`src/rtl/pc_pkg.sv`:
```
// Shared definitions for the program-counter generator: FSM states,
// next-PC source codes and the instruction-alignment check.
package pc_pkg;

    // Control FSM states; the 2'b11 encoding is unused and recovers to IDLE
    typedef enum logic [1:0] {
        ST_IDLE = 2'b00,
        ST_RUN  = 2'b01,
        ST_TRAP = 2'b10
    } pc_state_e;

    // Next-PC source select codes (2'b11 is reserved and behaves as sequential)
    localparam logic [1:0] SRC_SEQ = 2'b00;
    localparam logic [1:0] SRC_BR  = 2'b01;
    localparam logic [1:0] SRC_JR  = 2'b10;
    localparam logic [1:0] SRC_RSV = 2'b11;

    // Low PC bits that must be zero for a 4-byte aligned instruction fetch
    localparam logic [1:0] MISALIGN_MASK = 2'b11;

    // True when the given low address bits do not form a word-aligned target
    function automatic logic is_misaligned(input logic [1:0] low_bits);
        return ((low_bits & MISALIGN_MASK) != 2'b00);
    endfunction

endpackage

```
`src/rtl/pc_next_mux.sv`:
```
// Combinational next-PC selection: sequential, PC-relative branch/JAL and
// register-indirect JALR targets, plus a flag for misaligned redirect targets.
module pc_next_mux
    import pc_pkg::*;
#(
    parameter int XLEN = 32,
    parameter int INC  = 4
) (
    input  logic [XLEN-1:0] pc_i,
    input  logic [1:0]      pcsrc_i,
    input  logic [XLEN-1:0] immext_i,
    input  logic [XLEN-1:0] rs1_i,
    output logic [XLEN-1:0] next_pc_o,
    output logic [XLEN-1:0] pc_plus_o,
    output logic            misalign_o
);

    localparam logic [XLEN-1:0] INC_V   = XLEN'(INC);
    // JALR clears bit 0 of the computed address
    localparam logic [XLEN-1:0] JR_MASK = {{(XLEN-1){1'b1}}, 1'b0};

    logic [XLEN-1:0] seq_s;
    logic [XLEN-1:0] br_s;
    logic [XLEN-1:0] jr_s;

    // Candidate targets; all additions wrap modulo 2^XLEN
    always_comb begin
        seq_s = pc_i + INC_V;
        br_s  = pc_i + immext_i;
        jr_s  = (rs1_i + immext_i) & JR_MASK;
    end

    // Pick the requested target; only redirects can be misaligned
    always_comb begin
        next_pc_o  = seq_s;
        misalign_o = 1'b0;
        case (pcsrc_i)
            SRC_SEQ: begin
                next_pc_o  = seq_s;
                misalign_o = 1'b0;
            end
            SRC_BR: begin
                next_pc_o  = br_s;
                misalign_o = is_misaligned(br_s[1:0]);
            end
            SRC_JR: begin
                next_pc_o  = jr_s;
                misalign_o = is_misaligned(jr_s[1:0]);
            end
            default: begin
                next_pc_o  = seq_s;
                misalign_o = 1'b0;
            end
        endcase
    end

    assign pc_plus_o = seq_s;

endmodule

```
`src/rtl/pc_gen_unit.sv`:
```
// Program-counter generator for the single-cycle core: holds the PC, EPC and
// retired-instruction count and sequences run / pause / trap behaviour.
module pc_gen_unit
    import pc_pkg::*;
#(
    parameter int              XLEN         = 32,
    parameter logic [XLEN-1:0] RESET_VECTOR = {XLEN{1'b0}},
    parameter logic [XLEN-1:0] TRAP_VECTOR  = XLEN'(32'h0000_0100),
    parameter int              INC          = 4,
    parameter int              CNT_W        = 32
) (
    input  logic             clk_i,
    input  logic             rst_ni,
    input  logic             r_en_i,
    input  logic             stall_i,
    input  logic [1:0]       pcsrc_i,
    input  logic [XLEN-1:0]  immext_i,
    input  logic [XLEN-1:0]  rs1_i,
    input  logic             trap_req_i,
    input  logic             mret_i,
    output logic [XLEN-1:0]  pc_o,
    output logic [XLEN-1:0]  pc_plus_o,
    output logic [XLEN-1:0]  epc_o,
    output logic             misalign_o,
    output logic [1:0]       state_o,
    output logic [CNT_W-1:0] retired_o
);

    localparam logic [CNT_W-1:0] CNT_ONE = {{(CNT_W-1){1'b0}}, 1'b1};

    pc_state_e        state_q,    state_d;
    logic [XLEN-1:0]  pc_q,       pc_d;
    logic [XLEN-1:0]  epc_q,      epc_d;
    logic [CNT_W-1:0] retired_q,  retired_d;
    logic             misalign_q, misalign_d;

    logic [XLEN-1:0]  next_pc_s;
    logic             tgt_misalign_s;

    pc_next_mux #(
        .XLEN (XLEN),
        .INC  (INC)
    ) u_next_mux (
        .pc_i       (pc_q),
        .pcsrc_i    (pcsrc_i),
        .immext_i   (immext_i),
        .rs1_i      (rs1_i),
        .next_pc_o  (next_pc_s),
        .pc_plus_o  (pc_plus_o),
        .misalign_o (tgt_misalign_s)
    );

    // Next-state logic: pause beats everything in RUN, then trap request,
    // misaligned redirect, MRET, stall and finally the selected target
    always_comb begin
        state_d    = state_q;
        pc_d       = pc_q;
        epc_d      = epc_q;
        retired_d  = retired_q;
        misalign_d = 1'b0;
        case (state_q)
            ST_IDLE: begin
                if (r_en_i) begin
                    state_d = ST_RUN;
                end else begin
                    state_d = ST_IDLE;
                end
            end
            ST_RUN: begin
                if (!r_en_i) begin
                    state_d = ST_IDLE;
                end else if (trap_req_i || tgt_misalign_s) begin
                    // Misaligned target is never loaded; an external request
                    // takes precedence as the reported cause
                    epc_d      = pc_q;
                    pc_d       = TRAP_VECTOR;
                    state_d    = ST_TRAP;
                    misalign_d = ~trap_req_i;
                end else if (mret_i) begin
                    pc_d      = epc_q;
                    retired_d = retired_q + CNT_ONE;
                end else if (stall_i) begin
                    pc_d = pc_q;
                end else begin
                    pc_d      = next_pc_s;
                    retired_d = retired_q + CNT_ONE;
                end
            end
            ST_TRAP: begin
                // Single flush slot at the trap vector
                if (r_en_i) begin
                    state_d = ST_RUN;
                end else begin
                    state_d = ST_IDLE;
                end
            end
            default: begin
                state_d = ST_IDLE;
            end
        endcase
    end

    // State, PC, EPC, counter and misalign-pulse registers
    always_ff @(posedge clk_i or negedge rst_ni) begin
        if (!rst_ni) begin
            state_q    <= ST_IDLE;
            pc_q       <= RESET_VECTOR;
            epc_q      <= {XLEN{1'b0}};
            retired_q  <= {CNT_W{1'b0}};
            misalign_q <= 1'b0;
        end else begin
            state_q    <= state_d;
            pc_q       <= pc_d;
            epc_q      <= epc_d;
            retired_q  <= retired_d;
            misalign_q <= misalign_d;
        end
    end

    assign pc_o       = pc_q;
    assign epc_o      = epc_q;
    assign misalign_o = misalign_q;
    assign state_o    = state_q;
    assign retired_o  = retired_q;

endmodule

```
`config.mk`:
```
export PLATFORM = sky130hd
export DESIGN_NAME = pc_gen_unit
export DESIGN_NICKNAME = d
export VERILOG_FILES = /design/src/rtl/pc_pkg.sv /design/src/rtl/pc_next_mux.sv /design/src/rtl/pc_gen_unit.sv
export SDC_FILE = /design/constraint.sdc
export NUM_CORES = 1
export LEC_CHECK = 0
export CAP_MARGIN = 15
export CORE_MARGIN = 5
export CORE_UTILIZATION = 35
export CTS_CLUSTER_DIAMETER = 40
export DETAILED_ROUTE_END_ITERATION = 7
export GPL_TIMING_DRIVEN = 0
export PLACE_DENSITY = 0.66
export SYNTH_ARGS = -nofsm -noshare
export SYNTH_HDL_FRONTEND = slang
export SYNTH_SLANG_ARGS = --single-unit
export TNS_END_PERCENT = 20
```
`constraint.sdc`:
```
create_clock -name clk_i -period 6.19 [get_ports clk_i]
set_clock_uncertainty 0.1 [all_clocks]
set_input_delay 0.9285 -clock clk_i [delete_from_list [all_inputs] [get_ports clk_i]]
set_output_delay 0.9285 -clock clk_i [all_outputs]
set_load 0.03 [all_outputs]
```
==> metrics.yaml <==
cts_resized: 0
grt_setup_unrepaired: "no"
crit_cells: 9
hold_viol: 0
cts_setup_buffers: 0
numPortBuffers: 202
crit_slowest_cell: "clkdlybuf4s50_1"
syn_area_um2: 8466
cp.required_ns: 5.16
grt_overflow: 0
place_ws_ns: 1.401
slew_violations: 0
clkLatencyLatePin_ns: 0.36
critPathKind: "reg -> out"
drc: 0
gp_congestion: 0.9150
postSynthAreaPerCell_um2: 8.692
die_y_um: 165.5
drtIter0Drc: 818
fin_ws_ns: 1.583
wl_um: 31850
min_path_cells: 1
path_max_fanout: 8
setup_viol_count_final: 0
syn_to_final_growth_pct: 32.74
path_buf_inv: 3
root_buffer: "clkbuf_16"
max_stage_delay_ns: 0.76
fmax_mhz: 217.1
clock_sinks: 99
fin_crit_ns: 4.607
crit_arrival_ns: 3.58
grt_util_all_layers_pct: 22.92
wl_met1_um: 13930
synth_common_cells: "dfrtp_1, nand2_1, xnor2_1"
avgViaCountPerCell: 5.724
num_rows: 57
hold_class: "reg -> reg"
ios: 203
die_area_um2: 27400
yosys-top-cells-area: "dfrtp_1, ha_1, xnor2_1"
num_antenna_cells: 0
rr_worst_depth: 14
grt_start_max_net_pins: 52
synth_nets: 1113
leakage_nw: 4.778
drive_gt1_share_pct: 6.873
synth_top_area_cell: "dfrtp_1"
wl_per_cell_um: 21.00
ys_dominant_reg_cell: "dfrtp_1"
fill_cells: 2361
max_slew.worst_pin.slew_ns: 0.8811
critPathLaunchType: "flop"
yosys_register_bits: 99
powerDensity_nw_per_um2: 217.4
synth_cell_types: 75
nets: 1327
cts_made_buffers: 9
design.core.area_um2: 24030
cp_top_family: "buffers and inverters"
wl_met2_um: 14700
h-tree-depth: 3
grt_first_pass_wirelength_um: 48380
first_pass_iters: 5
yosys.area.top_type_share_pct: 29.26
clk_path_buf_depth: 2
dpl.hpwl_um: 25200
critPathCaptureType: "primary output"
synth_edf_count: 0
synth_most_common_cell: "dfrtp_1"
antenna_found_initial: 0
relSlewSlack_pct: 39.74
syn_inst: 974
vias: 8684
synth_warnings: 0
synth_seq_area_share_pct: 29.26
synth_async_sr_flop_share_pct: 100.0
crit_chain: "ha_1, nand4_1, inv_1, and4_1, and2_1, clkbuf_1, nand3_1, xnor2_1, clkdlybuf4s50_1"
initial_core_util_pct: 35.22
route.top_layer_used: "met4"
cap_viol_max_count: 0
die_x_um: 165.5
hold_buffers: 0
post-route-period-util_pct: 74.42
outcome: "complete, no violations"
vdd_ir_drop_max_mv: 0.1254
cts_tree: "done"
clk_pin_slew_ns: 0.08
ant_nets: 0
grt_pass1_vias: 8407
fin_setup_tns_ns: 0
met3_length_um: 2449
==> path summary, 6_finish.rpt <==
kind                          startpoint            end  slack [ns]
max                              pc_o[2]  pc_plus_o[22]        1.58
min                        retired_o[31]  retired_o[31]        0.38
max reg2reg                      pc_o[0]        pc_o[2]        2.35
min reg2reg                retired_o[31]  retired_o[31]        0.38
max in group asynchronous         rst_ni       pc_o[31]        4.78
min in group asynchronous         rst_ni       epc_o[4]        0.52
==> power breakdown <==
group	switching (mW)	internal [mW]	leakage, nW
Combinational	0.606	0.415	3.27
Sequential	0.0994	0.707	1.35
Clock	0.290	0.325	0.153
Total	0.995	1.45	4.78
==> worst reg2reg max path: stages, from the launching register on <==
cell and delay (ns):
dfrtp_1 0.46, ha_1 0.22, inv_1 0.06, fa_1 0.51, nand2b_1 0.07, a21boi_1 0.30, o21ai_0 0.18, nand2b_1 0.09
buf_2 0.25, inv_1 0.15, nor2_1 0.19, clkbuf_1 0.59, buf_2 0.41, nand2_1 0.10, o31ai_1 0.07
==> per-stage QoR <==
step / cell area, um^2 / power, mW / utilization [%] / hold slack, ns / cells
after floorplan: 8466 / 1.404 / - / 0.5329 / 974
after global placement: 10890 / 1.816 / 45.32 / 0.3603 / 1500
after detailed placement: 10920 / 1.826 / 45.43 / 0.3780 / 1501
after CTS: 11240 / 2.432 / 46.75 / 0.3887 / 1517
after global routing: 11240 / 2.562 / 46.75 / 0.4059 / 1517
final: 11240 / 2.442 / 46.75 / 0.3777 / 1517
==> registers in the layout (all words and copies together), names as in the netlist <==
signal and flops:
epc_o 32, misalign_o 1, pc_o 32, retired_o 32, state_o 2
==> final cells by class <==
cell class | count | area [um^2] | area share, %
Tap cell | 324 | 405.4 | 3.608
Buffer | 47 | 202.7 | 1.804
Inverter | 31 | 116.4 | 1.036
Multi-Input combinational cell | 797 | 5669 | 50.45
Clock buffer | 9 | 225.2 | 2.004
Timing Repair Buffer | 203 | 2047 | 18.22
Sequential cell | 99 | 2477 | 22.05
Clock inverter | 7 | 93.84 | 0.8351
==> cells in the final DEF (no fill, tap or decap), types with 11 or more instances in the layout <==
cell and n:
a21o_1 22, a21oi_1 67, a221oi_1 21, and3_1 23, clkbuf_1 31, clkdlybuf4s50_1 201, dfrtp_1 99, ha_1 65
inv_1 30, mux2_2 28, nand2_1 98, nand2b_1 11, nand3_1 41, nand4_1 25, nor2_1 41, o21a_1 11
o21ai_0 59, o221ai_1 22, xnor2_1 78, xor2_1 34
==> cells by family after synthesis <==
kind of cell / share of synthesized area (%)
AO/OA/AOI/OAI: 24.00
XOR/XNOR: 11.78
adder cells (fa/ha/maj): 10.08
buffers and inverters: 3.769
flip-flops: 29.26
multiplexers: 3.843
AND/OR/NAND/NOR: 17.26
==> layer usage <==
metal | track usage (%) | vias up
li1 | - | 4076
met1 | 31.55 | 4182
met2 | 37.42 | 372
met3 | 3.599 | 54
met4 | 6.412 | 0
met5 | 0 | -
(Power assumes the default switching activity.)
